<file path="config.mk">
export PLATFORM = sky130hd
export DESIGN_NAME = adder_pipe
export DESIGN_NICKNAME = d
export VERILOG_FILES = /design/src/rtl/adder_pipe.sv
export SDC_FILE = /design/constraint.sdc
export NUM_CORES = 1
export LEC_CHECK = 0
export ABC_AREA = 0
export BUFFER_PORTS_ARGS = -buffer_cell sky130_fd_sc_hd__buf_2
export CAP_MARGIN = 25
export CORE_MARGIN = 3
export CORE_UTILIZATION = 57
export DETAILED_ROUTE_END_ITERATION = 7
export PLACE_DENSITY = 0.91
export SETUP_SLACK_MARGIN = 0.1
export SLEW_MARGIN = 20
export SYNTH_ARGS = -nofsm -noshare
export SYNTH_HDL_FRONTEND = slang
export SYNTH_SLANG_ARGS = --single-unit
</file>
<file path="constraint.sdc">
create_clock -name clk -period 6.8 [get_ports clk]
set_input_delay 0.34 -clock clk [delete_from_list [all_inputs] [get_ports clk]]
set_output_delay 0.34 -clock clk [all_outputs]
set_load 0.01 [all_outputs]
</file>
<file path="src/rtl/adder_pipe.sv">
// adder_pipe: pipelined WIDTH-bit add/sub with unsigned saturation.
// Carry chain split into STAGES chunks, valid/ready on both sides.
//
// Ports:
//   clk, reset             rising-edge clock, synchronous active-high reset
//   in_valid/in_ready      operand handshake (A, B, op, sat sampled together)
//   A, B                   unsigned operands
//   op                     0 = A+B, 1 = A-B
//   sat                    clip low bits on carry/borrow
//   out_valid/out_ready    result handshake
//   sum                    {carry|borrow, result}
//   ovf                    sum[WIDTH], qualified by out_valid
//   ovf_count              saturating count of consumed results with ovf=1
module adder_pipe #(
    parameter int WIDTH  = 8,
    parameter int STAGES = 2,
    parameter int CNT_W  = 16
) (
    input  logic             clk,
    input  logic             reset,
    input  logic             in_valid,
    output logic             in_ready,
    input  logic [WIDTH-1:0] A,
    input  logic [WIDTH-1:0] B,
    input  logic             op,
    input  logic             sat,
    output logic             out_valid,
    input  logic             out_ready,
    output logic [WIDTH:0]   sum,
    output logic             ovf,
    output logic [CNT_W-1:0] ovf_count
);

    localparam int C = WIDTH / STAGES;

    logic stall;
    logic adv;

    assign stall    = out_valid && !out_ready;
    assign adv      = !stall;
    assign in_ready = adv;

    // Stage k adds chunk k. Operand bits above chunk k travel upward in
    // shrinking delay registers; finished low result bits grow each stage.
    for (genvar k = 0; k < STAGES; k++) begin : g_st
        localparam int RW = WIDTH - k * C;
        localparam int HW = (k + 1) * C;

        logic [RW-1:0] a_i;
        logic [RW-1:0] b_i;
        logic          op_i;
        logic          sat_i;
        logic          cin;
        logic          v_i;
        logic [C-1:0]  b_c;
        logic [C:0]    csum;
        logic [HW-1:0] r_raw;
        logic [HW-1:0] r_d;
        logic          c_d;

        logic          v_q;
        logic          c_q;
        logic [HW-1:0] r_q;

        if (k == 0) begin : g_head
            assign a_i   = A;
            assign b_i   = B;
            assign op_i  = op;
            assign sat_i = sat;
            // Carry-in of op supplies the +1 of A + ~B + 1.
            assign cin   = op;
            assign v_i   = in_valid;
            assign r_raw = csum[C-1:0];
        end else begin : g_link
            assign a_i   = g_st[k-1].g_body.a_q;
            assign b_i   = g_st[k-1].g_body.b_q;
            assign op_i  = g_st[k-1].g_body.op_q;
            assign sat_i = g_st[k-1].g_body.sat_q;
            assign cin   = g_st[k-1].c_q;
            assign v_i   = g_st[k-1].v_q;
            assign r_raw = {csum[C-1:0], g_st[k-1].r_q};
        end

        assign b_c  = op_i ? ~b_i[C-1:0] : b_i[C-1:0];
        assign csum = {1'b0, a_i[C-1:0]} + {1'b0, b_c} + {{C{1'b0}}, cin};

        if (k == STAGES - 1) begin : g_tail
            logic flag;

            // Borrow is the inverted carry when subtracting.
            assign flag = op_i ^ csum[C];
            assign c_d  = flag;
            // Clip to all ones on add overflow, all zeros on borrow.
            assign r_d  = (sat_i && flag) ? {HW{~op_i}} : r_raw;
        end else begin : g_body
            logic [RW-C-1:0] a_q;
            logic [RW-C-1:0] b_q;
            logic            op_q;
            logic            sat_q;

            assign c_d = csum[C];
            assign r_d = r_raw;

            always_ff @(posedge clk) begin
                if (reset) begin
                    a_q   <= '0;
                    b_q   <= '0;
                    op_q  <= 1'b0;
                    sat_q <= 1'b0;
                end else if (adv) begin
                    a_q   <= a_i[RW-1:C];
                    b_q   <= b_i[RW-1:C];
                    op_q  <= op_i;
                    sat_q <= sat_i;
                end
            end
        end

        always_ff @(posedge clk) begin
            if (reset) begin
                v_q <= 1'b0;
                c_q <= 1'b0;
                r_q <= '0;
            end else if (adv) begin
                v_q <= v_i;
                c_q <= c_d;
                r_q <= r_d;
            end
        end
    end

    assign out_valid = g_st[STAGES-1].v_q;
    assign ovf       = g_st[STAGES-1].c_q;
    assign sum       = {g_st[STAGES-1].c_q, g_st[STAGES-1].r_q};

    always_ff @(posedge clk) begin
        if (reset) begin
            ovf_count <= '0;
        end else if (out_valid && out_ready && ovf && (ovf_count != '1)) begin
            ovf_count <= ovf_count + CNT_W'(1);
        end
    end

endmodule

</file>
==> out/results.txt <==
post-CTS sizing -> 0
largest net degree at the start of global routing -> 44
Overflow after GRT -> 0
synth top area cells -> dfxtp_1 (40%), xnor2_1 (7.5%), nand2_1 (5.5%), nor2_1 (5.0%), a21oi_1 (4.3%)
Yosys reg bits -> 42
Routed Antenna Nets -> 0
Yosys top cell area share -> 0.401
vias in the first global route -> 1596
CP Class -> flop to primary output
TritonCTS Buffers -> 5
Hold WS -> 0.275 ns
worst path arrival time -> 2.65 ns
drt total wl -> 4110 um
EDFF count, synth -> 0
CTS root buf -> clkbuf_8
Async S/R FF share, synth -> 0
layout overhead on the synthesized area -> 16.2%
die height -> 66.7 um
htree depth -> 2
worst slack, placed -> 4.05 ns
Hold Fails Final Rpt -> 0
Worst-Margin Slew -> 0.944 ns
num rows -> 21
P_leak -> 1.06 nW
# IOs -> 50
CP endpoint kind -> primary output
largest area contributor in the netlist -> dfxtp_1
initial antenna violation count -> 0
slew margin rel. -> 0.368
worst-skew pair later-pin latency -> 0.30 ns
status -> finished clean
Synth Warn # -> 0
met1 GRT Util -> 0.238
post-CTS setup buffers -> 0
total chip power -> 0.518 mW
CP Max Fanout -> 27
n_diodes -> 0
die area -> 4440 um^2
share of cells above drive strength 1 -> 0.228
power density over the cells -> 212 nW/um^2
fin util -> 0.708
final setup fails -> 0
dominant synthesized flop cell -> dfxtp_1
critical path required time -> 6.46 ns
Post-Place Cell Area -> 2350 um^2
gpl congestion -> 0.859
WL/cell -> 12.3 um
total negative setup slack -> 0 ns
post-DP HPWL -> 3050 um
worst clock skew -> 0.00673 ns
CTS tree -> done
Max Buffers Root-to-Sink -> 2
Initial Utilization -> 0.610
Reg area -> 841 um^2
clk sinks -> 42
Nets -> 320
Placed Instances -> 327
FMAX -> 0.334 GHz
DRT iter0 DRCs -> 85
Mapped Cells -> 245
hold_buf cts -> 0
DR vias -> 1808
GRT Util Overall -> 0.203
Cell Area, Synth -> 2100 um^2
First-pass DRT Iterations -> 4
Chip Width -> 66.7 um
FF-to-FF Start -> out_valid
IO Port Bufs -> 49
gr busiest metal -> met2
worst ir drop on vdd -> 151 uV
HP Class -> input port to flop
Core ar. -> 3440 um^2
non-filler cells, final -> 335
Design Area, Final -> 2440 um^2
most common cell in the netlist -> dfxtp_1
period utilization -> 0.440
multi-input logic area -> 1170 um^2
# DRC -> 0
top post-synthesis cells by count -> dfxtp_1 (42), nand2_1 (31), nor2_1 (28)
CP startpoint kind -> flop
syn nets -> 277
max-cap viol count -> 0
fin crit period -> 2.99 ns
Slew Limit Fails -> 0
first-pass GRT wire length -> 6880 um
crit path launch -> out_valid
RSZ-0062 raised after global routing -> false
Synth Area per Inst -> 8.56 um^2
Fillers -> 287
Worst-path clk slew -> 0.08 ns
Final WS setup -> 3.81 ns
met3 GRT Util -> 0.0472
Seq/Total Area, Yosys -> 0.401
M2 GR Usage -> 0.342
via/cell ratio -> 5.40
min-delay src -> A[7]
post-synth cell types -> 39
-- placed cells by master, fill, tap and decap left out, drive strengths merged, types with 2 or more instances in the layout --
master,synthesis,layout
buf,5,49
nor3b,3,3
nand2b,2,2
clkinv,1,2
nor3,13,13
xor2,6,6
or2,2,2
nand4,6,6
nor2,28,28
a21oi,18,18
nor4,5,5
nand3,6,6
clkbuf,8,7
ha,7,7
a211oi,11,11
xnor2,18,18
dfxtp,42,42
inv,8,8
fa,3,3
o21ai,7,7
nor2b,3,3
and3,3,3
nand2,31,31
-- cell families after synthesis --
| group | after synthesis | share of synthesized area |
|---|---|---|
| flops | 42 | 0.401 |
| xor+xnor | 24 | 0.100 |
| compound gates | 40 | 0.114 |
| simple gates | 105 | 0.261 |
| fa+ha+maj | 10 | 0.0704 |
| mux | 2 | 0.0101 |
| buf+inv | 22 | 0.0435 |
-- report_power, final --
group / leakage [nW] / total [mW] / switching (mW) / internal [mW]
sequential: 0.345 / 0.272 / 0.00973 / 0.262
combinational: 0.663 / 0.0815 / 0.0437 / 0.0378
clock: 0.0482 / 0.164 / 0.0826 / 0.0819
-- area by class of cell --
class                      instances  area share
multi-input combinational        181       0.479
sequential                        42       0.345
timing repair buffer              49       0.101
clock buffer                       7      0.0354
tap                               46      0.0236
inverter                           9      0.0139
clock inverter                     1     0.00205
-- critical path, stage by stage, from the launching register on --
cell	delay [ns]
dfxtp_1	0.35
nor2b_2	0.78
clkinv_1	0.85
buf_2	0.37
-- path summary, 6_finish.rpt --
check	end	slack, ns	cells after the start
min	g_st[0].g_body.a_q[3]	0.27	3
max	in_ready	3.81	3
max reg2reg	g_st[1].r_q[7]	4.13	6
min reg2reg	g_st[0].g_body.a_q[0]	0.45	2
-- metal layers --
layer,share of wire,routed length [um]
met5,0,0
met4,0.019,79
met3,0.053,219
met2,0.49,2020
met1,0.44,1800
-- registers in the layout, indices dropped and copies added, names as in the netlist, 4 cells and up --
register         cells
ovf_count           16
g_st.g_body.b_q      4
g_st.r_q            12
g_st.g_body.a_q      4
(Power assumes the default switching activity.)
